**config.mk**
```make
export PLATFORM = sky130hd
export DESIGN_NAME = pll_reset_sequencer
export DESIGN_NICKNAME = d
export VERILOG_FILES = /design/src/rtl/pll_reset_sequencer.sv
export SDC_FILE = /design/constraint.sdc
export NUM_CORES = 1
export LEC_CHECK = 0
export BUFFER_PORTS_ARGS = -buffer_cell sky130_fd_sc_hd__clkbuf_2
export CAP_MARGIN = 20
export CORE_MARGIN = 4
export CORE_UTILIZATION = 30
export DETAILED_ROUTE_END_ITERATION = 7
export HOLD_SLACK_MARGIN = 0.02
export SYNTH_ARGS = -nofsm -noshare
export SYNTH_HDL_FRONTEND = slang
export SYNTH_SLANG_ARGS = --single-unit
```
**constraint.sdc**
```tcl
create_clock -name clk_74a -period 2.6 [get_ports clk_74a]
set_input_delay 0 -clock clk_74a [delete_from_list [all_inputs] [get_ports clk_74a]]
set_output_delay 0 -clock clk_74a [all_outputs]
set_load 0.005 [all_outputs]
```
**src/rtl/pll_reset_sequencer.sv**
```systemverilog
// PLL reset/lock sequencer: pulses pll_rst, waits for a stable synchronised lock, then releases core_reset_n.
// All outputs registered; pll_locked reaches the FSM through a 2-flop synchroniser.
module pll_reset_sequencer #(
  parameter int RST_CYCLES    = 16,
  parameter int LOCK_TIMEOUT  = 1000000,
  parameter int STABLE_CYCLES = 4096,
  parameter int CNT_W         = 24,
  parameter int RETRY_W       = 8
) (
  input  logic               clk_74a,
  input  logic               reset_n,
  input  logic               pll_locked,
  input  logic               soft_reset_req,
  input  logic               clear_status,
  output logic               pll_rst,
  output logic               core_reset_n,
  output logic               lock_lost,
  output logic [RETRY_W-1:0] retry_cnt,
  output logic [1:0]         seq_state
);

  typedef enum logic [1:0] {
    S_PLL_RESET = 2'd0,
    S_WAIT_LOCK = 2'd1,
    S_STABLE    = 2'd2,
    S_RUN       = 2'd3
  } state_t;

  localparam logic [CNT_W-1:0] RST_LAST     = CNT_W'(RST_CYCLES - 1);
  localparam logic [CNT_W-1:0] TIMEOUT_LAST = CNT_W'(LOCK_TIMEOUT - 1);
  localparam logic [CNT_W-1:0] STABLE_LAST  = CNT_W'(STABLE_CYCLES - 1);

  state_t             state;
  state_t             state_nxt;
  logic [CNT_W-1:0]   cnt;
  logic [CNT_W-1:0]   cnt_nxt;
  logic               locked_meta;
  logic               locked_s;
  logic               timeout_evt;
  logic               loss_evt;
  logic               pll_rst_nxt;
  logic               core_reset_n_nxt;
  logic               lock_lost_nxt;
  logic [RETRY_W-1:0] retry_base;
  logic [RETRY_W-1:0] retry_nxt;

  always_ff @(posedge clk_74a) begin
    if (!reset_n) begin
      state        <= S_PLL_RESET;
      cnt          <= '0;
      locked_meta  <= 1'b0;
      locked_s     <= 1'b0;
      pll_rst      <= 1'b1;
      core_reset_n <= 1'b0;
      lock_lost    <= 1'b0;
      retry_cnt    <= '0;
    end else begin
      state        <= state_nxt;
      cnt          <= cnt_nxt;
      locked_meta  <= pll_locked;
      locked_s     <= locked_meta;
      pll_rst      <= pll_rst_nxt;
      core_reset_n <= core_reset_n_nxt;
      lock_lost    <= lock_lost_nxt;
      retry_cnt    <= retry_nxt;
    end
  end

  // soft_reset_req outranks lock loss and counter terminals, so neither flag moves on a soft restart.
  always_comb begin
    state_nxt   = state;
    timeout_evt = 1'b0;
    loss_evt    = 1'b0;
    if (soft_reset_req && (state != S_PLL_RESET)) begin
      state_nxt = S_PLL_RESET;
    end else begin
      case (state)
        S_PLL_RESET: begin
          if (cnt == RST_LAST) state_nxt = S_WAIT_LOCK;
        end
        S_WAIT_LOCK: begin
          if (locked_s) begin
            state_nxt = S_STABLE;
          end else if (cnt == TIMEOUT_LAST) begin
            state_nxt   = S_PLL_RESET;
            timeout_evt = 1'b1;
          end
        end
        S_STABLE: begin
          if (!locked_s) state_nxt = S_WAIT_LOCK;
          else if (cnt == STABLE_LAST) state_nxt = S_RUN;
        end
        S_RUN: begin
          if (!locked_s) begin
            state_nxt = S_PLL_RESET;
            loss_evt  = 1'b1;
          end
        end
        default: state_nxt = S_PLL_RESET;
      endcase
    end
    if (state_nxt != state) cnt_nxt = '0;
    else if (state == S_RUN) cnt_nxt = cnt;
    else cnt_nxt = cnt + 1'b1;
  end

  // Clear is applied first so a same-cycle set still lands.
  always_comb begin
    pll_rst_nxt      = (state_nxt == S_PLL_RESET);
    core_reset_n_nxt = (state_nxt == S_RUN);
    lock_lost_nxt    = loss_evt | (lock_lost & ~clear_status);
    retry_base       = clear_status ? '0 : retry_cnt;
    retry_nxt        = retry_base;
    if (timeout_evt && (retry_base != {RETRY_W{1'b1}})) retry_nxt = retry_base + 1'b1;
  end

  assign seq_state = state;

endmodule
```
* Word-level counts from Yosys, hierarchy flattened
Index checks and enable logic that the tools add are counted.
** Cells by class
- Add/subtract/negate cells :: 2
- Equal/unequal tests :: 9
- Mux-type cells :: 17
- Bitwise logic cells :: 4
- Reductions and logical operators :: 6
** Operator list (count)
- 24-bit by 1-bit adder with 24-bit output (second input constant) :: 1
- 24-bit by 12-bit == test with 1-bit output (second input constant) :: 1
- 24-bit by 20-bit == test with 1-bit output (second input constant) :: 1
- 24-bit by 4-bit == test with 1-bit output (second input constant) :: 1
- 8-bit 2-to-1 mux :: 2
- 2-bit 2-to-1 mux :: 7
- 8-bit by 1-bit adder with 8-bit output (second input constant) :: 1
- 8-bit inequality test (second input constant) :: 1
- 2-bit case mux with 4 select lines :: 1
- 1-bit 2-to-1 mux :: 7
- 2-bit == test (second input constant) :: 3
- 2-bit logical NOT :: 2
- 2-bit by 1-bit == test with 1-bit output (second input constant) :: 1
- 1-bit logical AND :: 2
- 2-bit inequality test :: 1
- 1-bit inverter :: 2
- 2-bit nonzero test :: 1
- 2-bit OR reduction :: 1
- 1-bit bitwise AND :: 1
- 1-bit OR :: 1
** Storage, ports and cells
- Register bits :: 39
- Input bits :: 5
- Output and inout port bits :: 13
- Word-level logic and storage cells :: 46

* Depth between registers and ports, before layout
Gate-level depths: netlist of run 1.
- Word-level depth :: 7
- Depth in mapped cells :: 8
- Gate-level depth less buffers :: 7

* Least setup slack after synthesis of run 1
No wires, ideal clock.
- Kind :: reg-to-reg
- Start point :: register cnt[15]
- End point :: register retry_cnt[6]
- Library setup time :: 0.070 ns
- Data arrival time :: 2.028 ns
- Required time :: 2.530 ns
- Slack :: 0.502 ns
- Cell stages (with the launch flop) :: 6
- Buffers on the path :: 0
- Clock period less this slack :: 2.098 ns
- Path through :: dfxtp_1 -> or4_4 -> nor4_4 -> nand3_4 -> or4_1 -> a21oi_1
** Between the ends
- Longest elaborated chain between the ends :: 7
** RTL lines
- start: declaration :: line 35 : logic [CNT_W-1:0] cnt;
- start signal: assignment :: line 59 : cnt <= cnt_nxt;
- 24-bit by 20-bit == test with 1-bit output :: line 84 : end else if (cnt == TIMEOUT_LAST) begin
- 1-bit 2-to-1 mux :: line 84
- 1-bit 2-to-1 mux :: line 82 : if (locked_s) begin
- 1-bit 2-to-1 mux :: line 77 : case (state)
- 1-bit 2-to-1 mux :: line 74 : if (soft_reset_req && (state != S_PLL_RESET)) begin
- 1-bit logical AND :: line 114 : if (timeout_evt && (retry_base != {RETRY_W{1'b1}})) retry_nxt = retry_base + 1'b1;
- 8-bit 2-to-1 mux :: line 114
- end signal: assignment :: line 65 : retry_cnt <= retry_nxt;
- end: declaration :: line 18 : output logic [RETRY_W-1:0] retry_cnt,
No other way between the ends.
A chain may end at the register's enable or synchronous reset.

* Worst setup path after layout of run 1
- Start point :: register state[0], in the netlist seq_state[0]
- End point :: register retry_cnt[6]
** Between the ends
- Longest elaborated chain between the ends :: 5
- Elaborated cells between the ends (all ways) :: 7
- Those cells by class :: 1 x eq/ne; 3 x mux; 3 x reduce/logical
** RTL lines
- start: declaration :: line 33 : state_t state;
- start signal: assignment :: line 58 : state <= state_nxt;
- 2-bit by 1-bit == test with 1-bit output or 2-bit nonzero test (tied branches) :: line 77, 74
- 1-bit 2-to-1 mux or 1-bit logical AND (tied branches) :: line 77, 74
- 1-bit 2-to-1 mux * :: line 74
- 1-bit logical AND * :: line 114
- 8-bit 2-to-1 mux * :: line 114
Mark *: on every way between the ends. The rest lies on a longest branch, timed or not.

==> metrics.txt, run 1 <==
# TYPE chip_impl_metric gauge
chip_impl_metric{name="syn_area",unit="mm2"} 0.00194
chip_impl_metric{name="critPathBufInv",unit=""} 0
chip_impl_metric{name="total_leakage_power",unit="nW"} 0.806
chip_impl_info{name="top_cell_family_by_delay_on_the_critical_path",value="simple AND/OR/NAND/NOR gates"} 1
chip_impl_metric{name="finalSetupTns",unit="ps"} 0
chip_impl_metric{name="dieArea",unit="mm2"} 0.00783
chip_impl_info{name="rsz0062_at_grt",value="no"} 1
chip_impl_metric{name="clk_pin_slew",unit="ps"} 70
chip_impl_metric{name="timing.hold.worst_path_depth",unit=""} 3
chip_impl_metric{name="synth_async_sr_flop_share",unit="%"} 0
chip_impl_metric{name="fmaxAchievable",unit="GHz"} 0.438
chip_impl_metric{name="drv.max_cap_violation_count",unit=""} 0
chip_impl_metric{name="max-vdd-ir-drop",unit="mV"} 0.271
chip_impl_info{name="worst_r2r_startpoint",value="seq_state[0]"} 1
chip_impl_metric{name="clockBufferDepth",unit=""} 2
chip_impl_metric{name="drive_gt1_share",unit="%"} 16.0
chip_impl_metric{name="std_cell_rows",unit=""} 29
chip_impl_metric{name="powerDensity",unit="mW/mm2"} 476
chip_impl_info{name="worstSetupStartpointType",value="flop"} 1
chip_impl_metric{name="setup_viol",unit=""} 0
chip_impl_info{name="outcome",value="complete, no violations"} 1
chip_impl_metric{name="io_buffers",unit=""} 17
chip_impl_metric{name="wl_per_cell",unit="um"} 13.2
chip_impl_metric{name="worst_endpoint_data_arrival_time",unit="ps"} 2500
chip_impl_info{name="type_of_the_setup_path_with_the_least_slack",value="flop to flop"} 1
chip_impl_metric{name="synth.lib_cells_used.distinct",unit=""} 45
chip_impl_metric{name="initial_utilization",unit="%"} 30.8
chip_impl_metric{name="reg2reg_setup_slack",unit="ps"} 320
chip_impl_metric{name="maximum_number_of_pins_on_one_net_before_global_route_repair",unit=""} 24
chip_impl_metric{name="reg2reg_depth",unit=""} 5
chip_impl_metric{name="die_y",unit="um"} 88.5
chip_impl_info{name="clock_tree.root_cell",value="sky130_fd_sc_hd__clkbuf_8"} 1
chip_impl_metric{name="finish.net_count",unit=""} 251
chip_impl_metric{name="synth.ff_latch_count",unit=""} 39
chip_impl_metric{name="layout-area-overhead-vs-synth",unit="%"} 14.7
chip_impl_metric{name="yosysWarningCount",unit=""} 0
chip_impl_metric{name="cts_sinks",unit=""} 39
chip_impl_metric{name="place.gp.congestion",unit=""} 0.820
chip_impl_metric{name="multiInputGateArea",unit="mm2"} 0.00110
chip_impl_metric{name="grt_util_all_layers",unit="%"} 11.9
chip_impl_metric{name="cellInternalPower",unit="uW"} 829
chip_impl_info{name="layout_commonest_cell",value="sky130_fd_sc_hd__dfxtp_1"} 1
chip_impl_metric{name="timing.slew.headroom",unit="%"} 70.6
chip_impl_metric{name="dieWidth",unit="um"} 88.5
chip_impl_info{name="cp_max_delay_cell",value="sky130_fd_sc_hd__dfxtp_1"} 1
chip_impl_metric{name="area.sequential",unit="um2"} 781
chip_impl_metric{name="placement.setup.worst_slack",unit="ps"} 335
chip_impl_metric{name="net-switching-power",unit="uW"} 232
chip_impl_metric{name="net_count_after_synthesis",unit=""} 228
chip_impl_metric{name="io_pins",unit=""} 18
chip_impl_info{name="highest_count_cells_in_the_layout_ignoring_fill_and_taps",value="sky130_fd_sc_hd__dfxtp_1, sky130_fd_sc_hd__a21oi_1, sky130_fd_sc_hd__xor2_1, sky130_fd_sc_hd__clkbuf_2"} 1
chip_impl_metric{name="drv_slew",unit=""} 0
chip_impl_metric{name="grt_pass1_wl",unit="um"} 7430
chip_impl_metric{name="critical_path.max_stage_delay",unit="ps"} 530
chip_impl_info{name="holdPathEnd",value="lock_lost"} 1
chip_impl_metric{name="drcViolationCount",unit=""} 0
chip_impl_metric{name="dr_total_vias",unit=""} 1632
chip_impl_metric{name="synth-seq-area-share",unit="%"} 40.2
chip_impl_metric{name="synth_edf_count",unit=""} 0
chip_impl_metric{name="via_per_inst",unit=""} 5.08
chip_impl_info{name="crit-reg2reg-capture",value="retry_cnt[6]"} 1
chip_impl_metric{name="route.final.wire_length",unit="um"} 4240
chip_impl_metric{name="dr.first_iter.drc_count",unit=""} 107
chip_impl_metric{name="drt.antenna.violating_nets",unit=""} 0
chip_impl_info{name="cp_cell_sequence",value="or3b_2 -> a31oi_1 -> nand3_4 -> or4_1 -> a21oi_1"} 1
chip_impl_metric{name="globalRoute.totalOverflow",unit=""} 0
chip_impl_metric{name="fin_crit",unit="ps"} 2280
chip_impl_metric{name="drt-pass1-iter-count",unit=""} 6
chip_impl_metric{name="path_max_fanout",unit=""} 12
chip_impl_metric{name="switching_power_as_a_share_of_total_power",unit="%"} 21.9
chip_impl_metric{name="core_footprint",unit="mm2"} 0.00631
chip_impl_metric{name="finalCritPeriodShare",unit="%"} 87.7
chip_impl_info{name="synth.top_cells.by_area",value="sky130_fd_sc_hd__dfxtp_1, sky130_fd_sc_hd__xor2_1, sky130_fd_sc_hd__a21oi_1"} 1
chip_impl_metric{name="cts-buffers-inserted",unit=""} 5
chip_impl_info{name="timing.hold.worst.class",value="input port to flop"} 1
chip_impl_metric{name="clock_insertion_delay_worst_skew",unit="ps"} 280
chip_impl_metric{name="synthesis.instances",unit=""} 221
chip_impl_metric{name="final.setup_skew",unit="ps"} 2.11
chip_impl_info{name="yosys_most_used_dff",value="sky130_fd_sc_hd__dfxtp_1"} 1
chip_impl_metric{name="timing.final.ws_setup",unit="ps"} 319
chip_impl_metric{name="antenna_found_initial",unit=""} 0
chip_impl_info{name="yosysTopAreaCell",value="sky130_fd_sc_hd__dfxtp_1"} 1
chip_impl_info{name="cts_tree",value="built"} 1
chip_impl_metric{name="combPwrFrac",unit="%"} 4.0
chip_impl_metric{name="post-synth-top-area-fraction",unit="%"} 40.2
chip_impl_metric{name="timing_hold_violations_final",unit=""} 0
chip_impl_metric{name="nFillCells",unit=""} 691
chip_impl_metric{name="grt_pass1_vias",unit=""} 1565
chip_impl_info{name="setup.worst_path.end_class",value="flop"} 1
chip_impl_info{name="hold_path_startpoint",value="soft_reset_req"} 1
chip_impl_metric{name="post_cts_resize_count",unit=""} 0
chip_impl_metric{name="required_arrival_time_at_the_worst_endpoint",unit="ps"} 2820
chip_impl_metric{name="seq_power_share",unit="%"} 57.4
chip_impl_metric{name="tightest_slew",unit="ps"} 437
chip_impl_metric{name="power.share.clock",unit="%"} 38.6
chip_impl_metric{name="num_antenna_cells",unit=""} 0
chip_impl_metric{name="synth_area_per_cell",unit="um2"} 8.80
chip_impl_metric{name="place.detailed.hpwl",unit="um"} 3000
chip_impl_metric{name="cts_htree_levels",unit=""} 2
## power by group through the flow
stage | Combinational (mW) | Clock [mW] | Sequential, mW
floorplan | 0.0299 | 0 | 0.621
global placement | 0.0411 | 0 | 0.623
detailed placement | 0.0419 | 0 | 0.623
CTS | 0.0432 | 0.423 | 0.609
global route | 0.0489 | 0.437 | 0.610
finish | 0.0428 | 0.409 | 0.609
## kinds of logic (layout without fill, tap and decap cells)
group           after synthesis  in the layout  synth area share, %
simple gates                 93             93                 30.1
compound gates               45             45                 13.1
fa+ha+maj                     2              2                 1.29
xor+xnor                     25             25                 11.3
mux                           2              2                 1.03
buf+inv                      15             38                 3.02
flops                        39             39                 40.2
## synthesized netlist by cell type (2+ instances only)
library cell / count
sky130_fd_sc_hd__a21oi_1: 29
sky130_fd_sc_hd__and2_1: 3
sky130_fd_sc_hd__and3_1: 3
sky130_fd_sc_hd__and4b_1: 2
sky130_fd_sc_hd__buf_2: 2
sky130_fd_sc_hd__clkbuf_1: 5
sky130_fd_sc_hd__dfxtp_1: 39
sky130_fd_sc_hd__ha_1: 2
sky130_fd_sc_hd__inv_1: 8
sky130_fd_sc_hd__mux2i_1: 2
sky130_fd_sc_hd__nand2_1: 14
sky130_fd_sc_hd__nand2b_1: 3
sky130_fd_sc_hd__nand3_1: 8
sky130_fd_sc_hd__nand3b_1: 3
sky130_fd_sc_hd__nand4_1: 14
sky130_fd_sc_hd__nor2_1: 8
sky130_fd_sc_hd__nor2b_1: 5
sky130_fd_sc_hd__nor3_1: 5
sky130_fd_sc_hd__nor3b_1: 2
sky130_fd_sc_hd__nor4_1: 4
sky130_fd_sc_hd__o211ai_1: 2
sky130_fd_sc_hd__o21ai_0: 6
sky130_fd_sc_hd__o31ai_1: 2
sky130_fd_sc_hd__or3_1: 5
sky130_fd_sc_hd__or4_1: 2
sky130_fd_sc_hd__xnor2_1: 8
sky130_fd_sc_hd__xor2_1: 17
## state kept, by name, indices dropped and copies added (netlist names)
signal,count
locked_meta,1
pll_rst,1
locked_s,1
seq_state,2
retry_cnt,8
cnt,24
lock_lost,1
core_reset_n,1
## through the flow
stage	std cells	cell area, um2	power [mW]	util, %	hold WS (ps)
final	321	2230	1.06	35.3	73.6
after global routing	321	2230	1.10	35.3	92.8
after CTS	320	2220	1.07	35.2	66.2
after detailed placement	312	2130	0.665	33.7	216
after global placement	312	2130	0.664	33.7	211
after floorplan	221	1940	0.651	-	122
## timing repair
action	CTS	global route
hold buffers	1	0
endpoints found under the hold margin	1	0
setup buffers	0	0
## worst reg2reg max path, stage by stage, from the launching register on
cell,delay [ps]
sky130_fd_sc_hd__dfxtp_1,530
sky130_fd_sc_hd__or3b_2,510
sky130_fd_sc_hd__a31oi_1,360
sky130_fd_sc_hd__nand3_4,170
sky130_fd_sc_hd__or4_1,500
sky130_fd_sc_hd__a21oi_1,140
## routing by layer
metal	wire, um	vias up	global-route usage [%]
met1	2080	760	15.2
met2	1960	18	19.3
li1	-	848	-
met4	82	0	4.81
met3	118	6	2.89
met5	0	-	0
## area by class of cell
cell class	count	area share, %
repair buffers	23	5.84
inverters	8	1.35
clock buffers	6	3.70
flip-flops and latches	39	35.0
clock inverters	1	0.224
multi-input cells	167	49.6
well taps	77	4.32
## worst max path at each step
stage,slack [ps],startpoint,cells after the start,end
final,320,seq_state[0],5,retry_cnt[6]
after global routing,170,seq_state[0],5,retry_cnt[6]
after CTS,330,cnt[15],5,retry_cnt[6]
after detailed placement,330,cnt[15],5,retry_cnt[6]
after global placement,360,seq_state[0],5,retry_cnt[6]
after floorplan,500,cnt[15],5,retry_cnt[6]
(Power assumes the default switching activity.)
==> inputs of run 2 (changes only) <==
--- a/config.mk
+++ b/config.mk
@@ -11,6 +11,8 @@
 export CORE_UTILIZATION = 30
 export DETAILED_ROUTE_END_ITERATION = 7
 export HOLD_SLACK_MARGIN = 0.02
+export RECOVER_POWER = 100
+export SLEW_MARGIN = 20
 export SYNTH_ARGS = -nofsm -noshare
 export SYNTH_HDL_FRONTEND = slang
 export SYNTH_SLANG_ARGS = --single-unit
==> metrics.txt, run 2 (synthesis results as in run 1) <==
# TYPE chip_impl_metric gauge
chip_impl_info{name="setup.worst_path.end_class",value="flop"} 1
chip_impl_metric{name="antenna_found_initial",unit=""} 0
chip_impl_metric{name="cts-buffers-inserted",unit=""} 5
chip_impl_metric{name="initial_utilization",unit="%"} 30.8
chip_impl_info{name="cts_tree",value="built"} 1
chip_impl_metric{name="max-vdd-ir-drop",unit="mV"} 0.271
chip_impl_metric{name="setup_viol",unit=""} 0
chip_impl_metric{name="placement.setup.worst_slack",unit="ps"} 335
chip_impl_metric{name="route.final.wire_length",unit="um"} 4220
chip_impl_metric{name="net-switching-power",unit="uW"} 232
chip_impl_metric{name="place.gp.congestion",unit=""} 0.820
chip_impl_metric{name="final.setup_skew",unit="ps"} 2.35
chip_impl_metric{name="drv.max_cap_violation_count",unit=""} 0
chip_impl_metric{name="dieArea",unit="mm2"} 0.00783
chip_impl_metric{name="powerDensity",unit="mW/mm2"} 478
chip_impl_metric{name="worst_endpoint_data_arrival_time",unit="ps"} 2540
chip_impl_metric{name="dr.first_iter.drc_count",unit=""} 118
chip_impl_metric{name="drive_gt1_share",unit="%"} 13.6
chip_impl_metric{name="place.detailed.hpwl",unit="um"} 3000
chip_impl_metric{name="timing.final.ws_setup",unit="ps"} 275
chip_impl_metric{name="fmaxAchievable",unit="GHz"} 0.430
chip_impl_metric{name="clk_pin_slew",unit="ps"} 70
chip_impl_metric{name="critical_path_cell_count",unit=""} 5
chip_impl_metric{name="post_cts_resize_count",unit=""} 0
chip_impl_metric{name="finalCritPeriodShare",unit="%"} 89.4
chip_impl_metric{name="finish.net_count",unit=""} 250
chip_impl_metric{name="switching_power_as_a_share_of_total_power",unit="%"} 21.9
chip_impl_info{name="outcome",value="complete, no violations"} 1
chip_impl_metric{name="globalRoute.totalOverflow",unit=""} 0
chip_impl_metric{name="dr_total_vias",unit=""} 1629
chip_impl_metric{name="finalSetupTns",unit="ps"} 0
chip_impl_info{name="worstSetupStartpointType",value="flop"} 1
chip_impl_metric{name="final_area",unit="mm2"} 0.00222
chip_impl_metric{name="reg2reg_setup_slack",unit="ps"} 280
chip_impl_metric{name="seq_power_share",unit="%"} 57.4
chip_impl_metric{name="io_buffers",unit=""} 17
chip_impl_metric{name="reg2reg_depth",unit=""} 5
chip_impl_metric{name="core_footprint",unit="mm2"} 0.00631
chip_impl_info{name="highest_count_cells_in_the_layout_ignoring_fill_and_taps",value="sky130_fd_sc_hd__dfxtp_1, sky130_fd_sc_hd__a21oi_1, sky130_fd_sc_hd__xor2_1"} 1
chip_impl_info{name="layout_commonest_cell",value="sky130_fd_sc_hd__dfxtp_1"} 1
chip_impl_metric{name="largest_register_ff_count",unit=""} 24
chip_impl_metric{name="path_max_fanout",unit=""} 10
chip_impl_info{name="timing.hold.worst.class",value="input port to flop"} 1
chip_impl_metric{name="grt_util_all_layers",unit="%"} 11.9
chip_impl_metric{name="die_y",unit="um"} 88.5
chip_impl_metric{name="grt_pass1_vias",unit=""} 1565
chip_impl_metric{name="wl_per_cell",unit="um"} 13.2
chip_impl_metric{name="nFillCells",unit=""} 692
chip_impl_info{name="cp_cell_sequence",value="or4_1 -> nor4_4 -> nand3_4 -> or4_1 -> a21oi_1"} 1
chip_impl_metric{name="num_antenna_cells",unit=""} 0
chip_impl_metric{name="drt-pass1-iter-count",unit=""} 4
chip_impl_metric{name="io_pins",unit=""} 18
chip_impl_info{name="type_of_the_setup_path_with_the_least_slack",value="flop to flop"} 1
chip_impl_metric{name="tightest_slew",unit="ps"} 599
chip_impl_metric{name="required_arrival_time_at_the_worst_endpoint",unit="ps"} 2820
chip_impl_metric{name="layout-area-overhead-vs-synth",unit="%"} 14.2
chip_impl_metric{name="cts_htree_levels",unit=""} 2
chip_impl_metric{name="timing.slew.headroom",unit="%"} 59.9
chip_impl_metric{name="combPwrFrac",unit="%"} 4.0
chip_impl_metric{name="clockBufferDepth",unit=""} 2
chip_impl_info{name="clock_tree.root_cell",value="sky130_fd_sc_hd__clkbuf_8"} 1
chip_impl_metric{name="clock_insertion_delay_worst_skew",unit="ps"} 280
chip_impl_metric{name="timing_hold_violations_final",unit=""} 0
chip_impl_metric{name="drcViolationCount",unit=""} 0
chip_impl_metric{name="std_cell_rows",unit=""} 29
chip_impl_metric{name="cts_sinks",unit=""} 39
chip_impl_metric{name="total_leakage_power",unit="nW"} 0.786
chip_impl_metric{name="worst_hold_margin",unit="ps"} 73.0
chip_impl_metric{name="maximum_number_of_pins_on_one_net_before_global_route_repair",unit=""} 24
chip_impl_info{name="rsz0062_at_grt",value="no"} 1
chip_impl_info{name="top_register",value="cnt"} 1
chip_impl_info{name="crit-reg2reg-capture",value="retry_cnt[6]"} 1
chip_impl_metric{name="dpl-instance-area",unit="mm2"} 0.00213
chip_impl_metric{name="drt.antenna.violating_nets",unit=""} 0
chip_impl_metric{name="fin_crit",unit="ps"} 2320
chip_impl_info{name="top_cell_family_by_delay_on_the_critical_path",value="simple AND/OR/NAND/NOR gates"} 1
chip_impl_metric{name="dieWidth",unit="um"} 88.5
chip_impl_info{name="worst_r2r_startpoint",value="cnt[15]"} 1
chip_impl_info{name="worstSetupStartpoint",value="cnt[15]"} 1
chip_impl_metric{name="final_cells",unit=""} 320
chip_impl_metric{name="power.share.clock",unit="%"} 38.6
chip_impl_metric{name="drv_slew",unit=""} 0
chip_impl_info{name="hold_path_startpoint",value="soft_reset_req"} 1
chip_impl_info{name="cp_max_delay_cell",value="sky130_fd_sc_hd__or4_1"} 1
chip_impl_info{name="crit_end",value="retry_cnt[6]"} 1
chip_impl_metric{name="critPathBufInv",unit=""} 0
chip_impl_metric{name="grt_pass1_wl",unit="um"} 7430
chip_impl_metric{name="cellInternalPower",unit="uW"} 829
chip_impl_metric{name="via_per_inst",unit=""} 5.09
chip_impl_info{name="critical-path-top-cell-by-count",value="sky130_fd_sc_hd__or4_1"} 1
chip_impl_metric{name="dp.cells",unit=""} 312
chip_impl_metric{name="critical_path.max_stage_delay",unit="ps"} 600
-- run 2: cell count changes in the layout (fill, tap and decap cells not counted), sizes merged --
cell,change
buf,-1
-- run 2: worst min path at each step --
stage | endpoint | depth (start not counted)
CTS | lock_lost | 3
detailed placement | locked_meta | 2
finish | lock_lost | 3
global placement | locked_meta | 2
global route | lock_lost | 3
floorplan | locked_meta | 1
-- run 2: layer usage --
metal	part of all wire [%]	vias to the layer above	track usage, %
li1	-	845	-
met1	49	758	15.2
met2	46	20	19.3
met3	2.9	6	2.89
met4	1.9	0	4.81
met5	0	-	0
-- run 2: repair_timing --
| action | in CTS | in global routing |
|---|---|---|
| hold buffers | 1 | 0 |
| setup endpoints to repair | 0 | 0 |
| endpoints found under the hold margin | 1 | 0 |
| setup buffers | 0 | 0 |
-- run 2: final cells by class --
| type | count | area [um2] | share of cell area, % |
|---|---|---|---|
| Clock buffer | 6 | 82.6 | 3.72 |
| Clock inverter | 1 | 5.00 | 0.225 |
| Inverter | 8 | 30.0 | 1.35 |
| Multi-Input combinational cell | 167 | 1110 | 49.8 |
| Sequential cell | 39 | 781 | 35.2 |
| Tap cell | 77 | 96.3 | 4.34 |
| Timing Repair Buffer | 22 | 119 | 5.36 |
-- run 2: worst min-delay path, stage by stage --
cell	delay, ps
sky130_fd_sc_hd__clkbuf_2	130
sky130_fd_sc_hd__o32a_1	150
sky130_fd_sc_hd__nor2_1	40
-- run 2: power groups by stage --
| stage | combinational [mW] | sequential, mW | clock, mW |
|---|---|---|---|
| after global placement | 0.0411 | 0.623 | 0 |
| after global routing | 0.0489 | 0.610 | 0.437 |
| after detailed placement | 0.0419 | 0.623 | 0 |
| after CTS | 0.0432 | 0.609 | 0.423 |
| final | 0.0427 | 0.609 | 0.410 |
| after floorplan | 0.0299 | 0.621 | 0 |
-- run 2: stage by stage --
| step | total power, mW | util, % |
|---|---|---|
| after floorplan | 0.651 | - |
| after CTS | 1.07 | 35.2 |
| final | 1.06 | 35.2 |
| after global placement | 0.664 | 33.7 |
| after detailed placement | 0.665 | 33.7 |
| after global routing | 1.10 | 35.2 |
==> inputs of run 3 (changes only) <==
--- a/config.mk
+++ b/config.mk
@@ -12,6 +12,7 @@
 export DETAILED_ROUTE_END_ITERATION = 7
 export HOLD_SLACK_MARGIN = 0.02
 export RECOVER_POWER = 100
+export SETUP_SLACK_MARGIN = 0.4
 export SLEW_MARGIN = 20
 export SYNTH_ARGS = -nofsm -noshare
 export SYNTH_HDL_FRONTEND = slang
==> metrics.txt, run 3 (synthesis results as in run 1) <==
# TYPE chip_impl_metric gauge
chip_impl_metric{name="fin_crit",unit="ps"} 2290
chip_impl_metric{name="multiInputGateArea",unit="mm2"} 0.00109
chip_impl_metric{name="route.final.wire_length",unit="um"} 4280
chip_impl_metric{name="place.gp.congestion",unit=""} 0.820
chip_impl_metric{name="final_core_utilization",unit="%"} 35.5
chip_impl_metric{name="final.setup_skew",unit="ps"} 3.10
chip_impl_metric{name="antenna_found_initial",unit=""} 0
chip_impl_metric{name="clock_insertion_delay_worst_skew",unit="ps"} 280
chip_impl_metric{name="dr.first_iter.drc_count",unit=""} 116
chip_impl_metric{name="max-vdd-ir-drop",unit="mV"} 0.271
chip_impl_metric{name="drv_slew",unit=""} 0
chip_impl_metric{name="finish.net_count",unit=""} 255
chip_impl_metric{name="core_footprint",unit="mm2"} 0.00631
chip_impl_metric{name="io_pins",unit=""} 18
chip_impl_metric{name="dieWidth",unit="um"} 88.5
chip_impl_metric{name="drv.max_cap_violation_count",unit=""} 0
chip_impl_metric{name="dp.cells",unit=""} 312
chip_impl_info{name="holdPathEnd",value="lock_lost"} 1
chip_impl_info{name="rsz0062_at_grt",value="no"} 1
chip_impl_info{name="clock_tree.root_cell",value="sky130_fd_sc_hd__clkbuf_8"} 1
chip_impl_metric{name="num_antenna_cells",unit=""} 0
chip_impl_metric{name="grt_pass1_wl",unit="um"} 7450
chip_impl_metric{name="dieArea",unit="mm2"} 0.00783
chip_impl_info{name="outcome",value="complete, no violations"} 1
chip_impl_metric{name="timing_hold_violations_final",unit=""} 0
chip_impl_metric{name="cts_htree_levels",unit=""} 2
chip_impl_metric{name="finalSetupTns",unit="ps"} 0
chip_impl_metric{name="std_cell_rows",unit=""} 29
chip_impl_metric{name="drcViolationCount",unit=""} 0
chip_impl_info{name="top_register",value="cnt"} 1
chip_impl_metric{name="timing.slew.headroom",unit="%"} 61.0
chip_impl_metric{name="io_buffers",unit=""} 17
chip_impl_metric{name="report.power.total",unit="mW"} 1.06
chip_impl_metric{name="setup_viol",unit=""} 0
chip_impl_metric{name="globalRoute.totalOverflow",unit=""} 0
chip_impl_info{name="type_of_the_setup_path_with_the_least_slack",value="flop to flop"} 1
chip_impl_metric{name="placement.setup.worst_slack",unit="ps"} 335
chip_impl_metric{name="total_leakage_power",unit="nW"} 0.804
chip_impl_metric{name="finalCritPeriodShare",unit="%"} 88.2
chip_impl_metric{name="grt_pass1_vias",unit=""} 1577
chip_impl_metric{name="fmaxAchievable",unit="GHz"} 0.436
chip_impl_info{name="cts_tree",value="built"} 1
chip_impl_metric{name="cts_sinks",unit=""} 39
chip_impl_metric{name="dpl-instance-area",unit="mm2"} 0.00213
chip_impl_metric{name="required_arrival_time_at_the_worst_endpoint",unit="ps"} 2820
chip_impl_metric{name="reg2reg_depth",unit=""} 6
chip_impl_metric{name="clockBufferDepth",unit=""} 2
chip_impl_metric{name="tightest_slew",unit="ps"} 582
chip_impl_info{name="highest_count_cells_in_the_layout_ignoring_fill_and_taps",value="sky130_fd_sc_hd__dfxtp_1, sky130_fd_sc_hd__a21oi_1, sky130_fd_sc_hd__xor2_1"} 1
chip_impl_metric{name="critical_path.max_stage_delay",unit="ps"} 560
chip_impl_metric{name="nFillCells",unit=""} 692
chip_impl_metric{name="grt_util_all_layers",unit="%"} 11.9
chip_impl_metric{name="powerDensity",unit="mW/mm2"} 475
chip_impl_info{name="cp_max_delay_cell",value="sky130_fd_sc_hd__or4_1"} 1
chip_impl_metric{name="area.sequential",unit="um2"} 782
chip_impl_info{name="cp_cell_sequence",value="or4_1 -> nor4_1 -> clkbuf_1 -> nand3_4 -> or4_1 -> a21oi_1"} 1
chip_impl_metric{name="path_max_fanout",unit=""} 8
chip_impl_metric{name="initial_utilization",unit="%"} 30.8
chip_impl_metric{name="worst_endpoint_data_arrival_time",unit="ps"} 2510
chip_impl_metric{name="cts-buffers-inserted",unit=""} 5
chip_impl_info{name="worstSetupStartpointType",value="flop"} 1
chip_impl_metric{name="final_cells",unit=""} 325
chip_impl_metric{name="largest_register_ff_count",unit=""} 24
chip_impl_metric{name="timing.hold.worst_path_depth",unit=""} 3
chip_impl_info{name="setup.worst_path.end_class",value="flop"} 1
chip_impl_info{name="layout_commonest_cell",value="sky130_fd_sc_hd__dfxtp_1"} 1
chip_impl_info{name="timing.hold.worst.class",value="input port to flop"} 1
chip_impl_metric{name="clk_pin_slew",unit="ps"} 70
chip_impl_metric{name="dr_total_vias",unit=""} 1658
chip_impl_metric{name="worst_hold_margin",unit="ps"} 70.7
chip_impl_metric{name="timing.final.ws_setup",unit="ps"} 307
chip_impl_metric{name="via_per_inst",unit=""} 5.10
chip_impl_info{name="crit-reg2reg-capture",value="retry_cnt[6]"} 1
chip_impl_metric{name="wl_per_cell",unit="um"} 13.2
chip_impl_metric{name="drive_gt1_share",unit="%"} 14.5
chip_impl_metric{name="place.detailed.hpwl",unit="um"} 3000
chip_impl_metric{name="maximum_number_of_pins_on_one_net_before_global_route_repair",unit=""} 24
chip_impl_info{name="hold_path_startpoint",value="soft_reset_req"} 1
chip_impl_info{name="worst_r2r_startpoint",value="cnt[15]"} 1
chip_impl_metric{name="reg2reg_setup_slack",unit="ps"} 310
chip_impl_metric{name="drt-pass1-iter-count",unit=""} 4
chip_impl_metric{name="final_area",unit="mm2"} 0.00224
chip_impl_metric{name="drt.antenna.violating_nets",unit=""} 0
chip_impl_metric{name="die_y",unit="um"} 88.5
chip_impl_info{name="critical-path-top-cell-by-count",value="sky130_fd_sc_hd__or4_1"} 1
chip_impl_metric{name="layout-area-overhead-vs-synth",unit="%"} 15.2
run 3: cell count changes in the layout (fill, tap and decap cells not counted):
| cell | previous run | this run |
|---|---|---|
| sky130_fd_sc_hd__nor4_1 | 4 | 5 |
| sky130_fd_sc_hd__nor4_4 | 1 | 0 |
| sky130_fd_sc_hd__dfxtp_1 | 39 | 38 |
| sky130_fd_sc_hd__clkbuf_4 | 0 | 1 |
| sky130_fd_sc_hd__buf_6 | 0 | 1 |
| sky130_fd_sc_hd__dfxtp_2 | 0 | 1 |
| sky130_fd_sc_hd__buf_4 | 4 | 5 |
| sky130_fd_sc_hd__clkbuf_1 | 5 | 7 |
run 3: critical path, delay by kind of cell, from the launching register on:
family          cells  cell delay [ps]
compound gates      1              140
simple gates        4             1480
flops               1              350
buf+inv             1              260
run 3: what timing repair did:
action,CTS,global route
setup buffers,2,3
endpoints found under the hold margin,1,0
setup endpoints to repair,1,15
hold buffers,1,0
gates resized for setup,1,4
pin swaps,1,1
run 3: worst max path at each step:
stage	from	to	slack, ps	cells past startpoint
after CTS	cnt[15]	retry_cnt[6]	420	6
after floorplan	cnt[15]	retry_cnt[6]	500	5
after global placement	seq_state[0]	retry_cnt[6]	360	5
after global routing	cnt[15]	retry_cnt[6]	200	6
after detailed placement	cnt[15]	retry_cnt[6]	330	5
final	cnt[15]	retry_cnt[6]	310	6
run 3: where the power goes:
| group | total (mW) | leakage [nW] | internal [mW] | switching [mW] |
|---|---|---|---|---|
| clock network | 0.410 | 0.0470 | 0.208 | 0.202 |
| registers | 0.609 | 0.316 | 0.603 | 0.00650 |
| logic | 0.0450 | 0.441 | 0.0201 | 0.0249 |
run 3: area by class of cell:
type                       count  share of cell area [%]
sequential                    39                    34.9
tap                           77                    4.30
multi-input combinational    167                    48.7
timing repair buffer          27                    6.82
inverter                       8                    1.34
clock inverter                 1                   0.223
clock buffer                   6                    3.69
run 3: routing by layer:
layer,part of all wire [%],track usage [%],up-vias
li1,-,-,854
met1,49,15.2,775
met2,46,19.4,22
met3,2.9,2.89,7
met4,2.1,4.81,0
met5,0,0,-
